--- src/rtl/changesign_multi.sv ---
// Multi-channel two's-complement to sign/magnitude converter with most-negative
// saturation, deadband sign hold, run-time magnitude clamp and a saturation counter.
module changesign_multi #(
  parameter int WIDTH    = 32,
  parameter int CHANNELS = 4,
  parameter int DEADBAND = 0,
  parameter int CNT_W    = 16
) (
  input  logic                      clk,
  input  logic                      rst_n,
  input  logic [CHANNELS*WIDTH-1:0] in_data,
  input  logic                      in_valid,
  output logic                      in_ready,
  input  logic [WIDTH-2:0]          cfg_limit,
  output logic [CHANNELS*WIDTH-1:0] out_mag,
  output logic [CHANNELS-1:0]       out_sign,
  output logic [CHANNELS-1:0]       out_sat,
  output logic                      out_valid,
  input  logic                      out_ready,
  output logic [CNT_W-1:0]          sat_count
);
  localparam int MW = WIDTH - 1;

  logic s1_valid;
  logic s2_can_load;
  logic s2_load;
  logic in_xfer;
  logic out_xfer;

  // Handshake: a beat moves when valid && ready on that side. Stage 2 may load
  // whenever its output slot is empty or being drained this cycle, and the input
  // is ready whenever stage 1 is empty or will hand off; the only combinational
  // input-to-output path is out_ready -> in_ready.
  assign s2_can_load = !out_valid || out_ready;
  assign in_ready    = !s1_valid || s2_can_load;
  assign in_xfer     = in_valid && in_ready;
  assign out_xfer    = out_valid && out_ready;
  assign s2_load     = s1_valid && s2_can_load;

  for (genvar k = 0; k < CHANNELS; k++) begin : g_ch
    logic [WIDTH-1:0] x;
    logic [WIDTH-1:0] neg_x;
    logic [MW-1:0]    conv_mag;
    logic             conv_sat;
    logic [MW-1:0]    s1_mag;
    logic             s1_neg;
    logic             s1_sat;
    logic             in_db;
    logic [MW-1:0]    mag_q;
    logic             sign_q;
    logic             sat_q;
    logic             held_sign;

    assign x     = in_data[k*WIDTH +: WIDTH];
    assign neg_x = -x;

    // The most-negative value has no positive counterpart; it saturates to full scale.
    always_comb begin
      conv_mag = x[MW-1:0];
      conv_sat = 1'b0;
      if (x[WIDTH-1]) begin
        if (x[MW-1:0] == '0) begin
          conv_mag = '1;
          conv_sat = 1'b1;
        end else begin
          conv_mag = neg_x[MW-1:0];
        end
      end
    end

    if (DEADBAND > 0) begin : g_db
      assign in_db = s1_mag < MW'(DEADBAND);
    end else begin : g_no_db
      assign in_db = 1'b0;
    end

    always_ff @(posedge clk) begin
      if (!rst_n) begin
        s1_mag    <= '0;
        s1_neg    <= 1'b0;
        s1_sat    <= 1'b0;
        mag_q     <= '0;
        sign_q    <= 1'b0;
        sat_q     <= 1'b0;
        held_sign <= 1'b0;
      end else begin
        if (in_xfer) begin
          s1_mag <= conv_mag;
          s1_neg <= x[WIDTH-1];
          s1_sat <= conv_sat;
        end
        if (s2_load) begin
          if (in_db) begin
            // Small magnitudes keep the last confident sign to avoid sign chatter.
            mag_q  <= '0;
            sign_q <= held_sign;
            sat_q  <= s1_sat;
          end else if (s1_mag > cfg_limit) begin
            mag_q     <= cfg_limit;
            sign_q    <= s1_neg;
            sat_q     <= 1'b1;
            held_sign <= s1_neg;
          end else begin
            mag_q     <= s1_mag;
            sign_q    <= s1_neg;
            sat_q     <= s1_sat;
            held_sign <= s1_neg;
          end
        end
      end
    end

    assign out_mag[k*WIDTH +: WIDTH] = {1'b0, mag_q};
    assign out_sign[k]               = sign_q;
    assign out_sat[k]                = sat_q;
  end

  always_ff @(posedge clk) begin
    if (!rst_n) begin
      s1_valid  <= 1'b0;
      out_valid <= 1'b0;
      sat_count <= '0;
    end else begin
      if (in_xfer) begin
        s1_valid <= 1'b1;
      end else if (s2_load) begin
        s1_valid <= 1'b0;
      end
      if (s2_load) begin
        out_valid <= 1'b1;
      end else if (out_xfer) begin
        out_valid <= 1'b0;
      end
      if (out_xfer && (|out_sat) && (sat_count != '1)) begin
        sat_count <= sat_count + 1'b1;
      end
    end
  end

endmodule

--- config.mk ---
export PLATFORM = sky130hd
export DESIGN_NAME = changesign_multi
export DESIGN_NICKNAME = d
export VERILOG_FILES = /design/src/rtl/changesign_multi.sv
export SDC_FILE = /design/constraint.sdc
export NUM_CORES = 1
export LEC_CHECK = 0
export ABC_CLOCK_PERIOD_IN_PS = 3300
export BUFFER_PORTS_ARGS = -buffer_cell sky130_fd_sc_hd__buf_2
export CAP_MARGIN = 5
export CORE_ASPECT_RATIO = 2
export CORE_MARGIN = 1.5
export CORE_UTILIZATION = 33
export DETAILED_ROUTE_END_ITERATION = 12
export PLACE_DENSITY = 0.62
export SYNTH_ARGS = -nofsm -noshare
export SYNTH_HDL_FRONTEND = slang
export SYNTH_SLANG_ARGS = --single-unit
--- constraint.sdc ---
create_clock -name clk -period 3.3 [get_ports clk]
set_input_delay 0.99 -clock clk [delete_from_list [all_inputs] [get_ports clk]]
set_output_delay 0.99 -clock clk [all_outputs]
set_load 0.05 [all_outputs]
**Word level (Yosys, flattened, before mapping)**

Cells that the tools add are included.

- Register bits after elaboration: 282
- Input bits: 163
- Output and inout bits: 154

- Order comparisons: 4
- Reduce and logical (&&, ||, !) cells: 16
- Eq/ne operators: 1
- Muxes and demuxes: 28
- $add $sub $neg: 5

Operators with widths:

| cell | number |
|---|---|
| 31-bit 2-to-1 mux | 12 |
| 31-bit > comparator | 4 |
| 31-bit zero test | 4 |
| 31-bit negation | 4 |
| 16-bit by 1-bit adder with 16-bit output, second input constant | 1 |
| 1-bit 2-to-1 mux | 16 |
| 16-bit != test, second input constant | 1 |
| 1-bit logical AND | 5 |
| 2-bit nonzero test | 2 |
| 4-bit OR reduction | 1 |
| 1-bit zero test | 2 |
| 1-bit logical OR | 2 |

**Logic depth before layout (Yosys ltp)**

- Depth in word-level cells: 5
- Depth in mapped cells: 9
- Gate-level depth less buffers: 8

**Least setup slack after synthesis**

No wires, ideal clock.

- Path kind: input -> register
- From: input in_data[7]
- To: register g_ch[0].s1_mag[24]
- Path buffers: 1
- Slack: 186 ps
- Library setup time: 103 ps
- Cell stages on the path: 7
- Required time: 3197 ps
- Data arrival time: 3011 ps
- Cells stage by stage: or4_4 or3_1 buf_6 nor4_4 nor3b_1 o22ai_1 a2111oi_2

- Longest elaborated chain between the ends: 3
- Elaborated cells on any way between the ends: 4

RTL lines:

| item | line | text |
|---|---|---|
| from (decl) | 11 | `input logic [CHANNELS*WIDTH-1:0] in_data,` |
| 31-bit negation / 31-bit zero test (equally long branches) | 55, 62 |  |
| 31-bit 2-to-1 mux (*) | 62 | `if (x[MW-1:0] == '0) begin` |
| 31-bit 2-to-1 mux (*) | 61 | `if (x[WIDTH-1]) begin` |
| to (signal assigned) | 88 | `s1_mag <= conv_mag;` |
| to (decl) | 45 | `logic [MW-1:0] s1_mag;` |

Every way passes the cells marked *; elsewhere a longest branch is shown, timed or not.
A chain may end at the register's enable or synchronous reset.

**Worst setup path after layout**

- From: input cfg_limit[29]
- To: register g_ch[1].mag_q[1]

- Longest elaborated chain between the ends: 2

RTL lines:

| item | line | text |
|---|---|---|
| from (decl) | 14 | `input logic [WIDTH-2:0] cfg_limit,` |
| 31-bit > comparator | 98 | `end else if (s1_mag > cfg_limit) begin` |
| 31-bit 2-to-1 mux | 98 |  |
| to (signal assigned) | 99 | `mag_q <= cfg_limit;` |
| to (signal assigned) | 104 | `mag_q <= s1_mag;` |
| to (decl) | 49 | `logic [MW-1:0] mag_q;` |

No other way between the ends.

==> metrics.cfg <==
[logic_synthesis]
yosys_register_bits=282
synth_warnings=0
synthTopCellsByCount=426 x o21ai_0, 298 x a21oi_1, 282 x dfxtp_1, 147 x clkbuf_1, 130 x a31oi_1
yosys.cell_types.count=63
synth_top_flop_cell=dfxtp_1
synthCells=2036
synth_top_cell_area_share=0.346
synth-async-reset-ratio=0
yosys-top-cells-area=dfxtp_1 35%, o21ai_0 13%, ha_1 9.9%, a21oi_1 9.2%, xor2_1 5.6%
avgSynthCellArea_um2=8.00
synthDominantAreaCellType=dfxtp_1
synth_edf_count=0
post-synth-top-count-cell=o21ai_0
mappedNetlistArea_um2=16300
yosysSeqAreaShare=0.346

[timing]
worst-slew-pin-transition_ps=1220
finalCritPeriodShare=0.952
grt_setup_unrepaired=no
hold_viol_final=0
fmax_mhz=318
min_period_ps=3140
max-slew-margin-rel=0.188
timing.final.max_slew_violations=0
setup_viol=0
finalClockSkew_ps=31.9

[cts]
clk_latency_ps=600
cts_tree=yes
postCtsResizedCells=0
path_clk_slew_ps=70
cts.sinks=282
cts_max_level=1
clk_path_buf_depth=3
post_cts_hold_buffer_count=0
tritoncts.num_buffers=29
postCtsSetupBuffers=0
ctsRootBufferMaster=clkbuf_16

[finish]
finalCoreUtilization=0.429
finish.net_count=2716
area_growth_pct=28.9
multi_input_area_um2=9880
ff_latch_area_um2=5650
fillerInstances=4976
stdcell_count=3094
fraction_of_layout_instances_using_a_drive_strength_above_1=0.243

[status]
run_status=finished, final reports clean

[global_route]
number_of_global_route_vias_before_repair=16700
grtUsageTotal=0.270
grt_pass1_wl_mm=104
grt_overflow=0
pin_count_of_the_biggest_net_entering_global_routing=133
antenna_found_initial=2

[placed_design]
post-dp-hpwl_mm=53.1
placed_cells=3036
gp_congestion=0.944
buffer_ports.inserted=312

[worst_setup_path]
crit_path_max_fanout=9
timing.critical_path.from_type=input port
rrSetupSlack_ps=390
critical_path_buf_inv_count=3
path_class=in2reg
rr_worst_depth=8
cp_slowest_stage_delay_ps=1080
slowest_stage=a2111oi_2
crit_required_ps=3830
arrival_worst_endpoint_ps=3670
timing.critical_path.to_type=flip-flop
cpLargestDelayFamily=compound AO/OA/AOI/OAI gates
critical_path.reg2reg.startpoint=g_ch[1].s1_mag[30]
critical_path.cell_chain=buf_2 > inv_1 > ha_1 > nand4_1 > nor2_1 > nand2_1 > a2111oi_2 > buf_4 > o21ai_0 > a21oi_1
regToRegEndpoint=g_ch[1].mag_q[1]

[routing]
met3RoutedLength_mm=6.86
first_iter_violations=2049
routedWlPerCell_um=23.0
dr.pass1.iters=6
finalWirelength_mm=71.0
number_of_routed_nets_with_antenna_violations=0
top_layer=met5
drt-met1-wl_mm=29.1
detailroute.wirelength.met2_mm=32.1
routed_via_density=5.80
drc_errors=0
detailroute.via_count=17900

[min_path]
min_to=g_ch[3].s1_neg
min-delay-start=g_ch[3].s1_neg
hold_path_depth=2
hold_path_class=reg2reg

[floorplan]
top_ports=317
die_width_um=160
core_region_um2=48900
placement_rows=115
overall_die_area_um2=50800
initial_core_util=0.333
die-height_um=317

[power_and_ir_drop]
peakVddDrop_mv=0.391
power.leakage_nw=9.09
power.density_nw_per_um2=481

[job]
cap_violations=0

metrics by stage:
step	setup WS (ps)	hold slack [ps]	setup TNS [ps]	power, mW	cell area (um^2)
final	160	454	0	10.1	21000
after global routing	35.7	472	0	10.5	21000
after CTS	287	456	0	10.1	21000
after detailed placement	-323	447	-21720	6.30	19900
after global placement	-300	444	-17290	6.27	19900
after floorplan	186	432	0	5.27	16300
worst max-delay path by stage:
stage,from,to,slack [ps],cells past startpoint
after floorplan,in_data[7],g_ch[0].s1_mag[24],190,7
after global placement,cfg_limit[29],g_ch[1].mag_q[9],-300,10
after detailed placement,cfg_limit[29],g_ch[1].mag_q[1],-320,10
after CTS,cfg_limit[29],g_ch[1].mag_q[16],290,10
after global routing,cfg_limit[20],g_ch[1].mag_q[2],40,10
final,cfg_limit[29],g_ch[1].mag_q[1],160,10
placed cells by master (no fill, tap or decap), types with 18 or more instances in the layout:
| master | instances |
|---|---|
| nand2_1 | 89 |
| o31ai_1 | 36 |
| or4_1 | 21 |
| o41ai_1 | 19 |
| dfxtp_1 | 282 |
| nand4_1 | 28 |
| nor2_1 | 49 |
| xor2_1 | 105 |
| nand3_1 | 26 |
| or3_1 | 18 |
| ha_1 | 129 |
| buf_2 | 311 |
| buf_12 | 23 |
| o21ai_0 | 422 |
| inv_1 | 49 |
| clkbuf_16 | 29 |
| buf_4 | 183 |
| a31oi_1 | 127 |
| a21oi_1 | 298 |
| nor3_1 | 23 |
area by class of cell:
type,instances,area share
Antenna cell,4,0.000476
Clock buffer,36,0.0377
Clock inverter,18,0.0141
Inverter,50,0.00893
Multi-Input combinational cell,1544,0.470
Sequential cell,282,0.269
Tap cell,643,0.0383
Timing Repair Buffer,517,0.161
where the power goes:
part           switching, mW  internal (mW)
logic                   1.59          0.803
clock network           1.54           2.27
registers              0.238           3.65
total                   3.38           6.72
metal layers:
layer / GRT usage / up-vias
met2: 0.438 / 1012
met3: 0.0468 / 116
met4: 0.110 / 2
met1: 0.355 / 8430
met5: 0 / -
li1: - / 8384
kinds of logic (layout without fill, tap and decap cells):
group                      count (synthesis)  count (layout)  share of synthesized area
muxes                                      7               7                    0.00438
buffers and inverters                    213             621                     0.0524
adders and majority gates                129             129                     0.0991
AOI/OAI and AO/OA                        971             971                      0.332
and+or+nand+nor                          313             313                      0.101
xor gates and xnor gates                 120             120                     0.0645
DFF                                      282             282                      0.346
other                                      1               8                   0.000230
registers in the layout, summed over array words and instances (netlist names):
| signal | cells |
|---|---|
| g_ch.s1_sat | 4 |
| out_valid | 1 |
| g_ch.sign_q | 4 |
| g_ch.sat_q | 4 |
| g_ch.s1_neg | 4 |
| g_ch.mag_q | 124 |
| sat_count | 16 |
| g_ch.s1_mag | 124 |
| s1_valid | 1 |
worst min-delay path: stages, from the launching register on:
cell and delay [ps]:
dfxtp_1 310, nand2_1 50, a21oi_1 50
No activity file was read; power rests on OpenSTA's default activity.
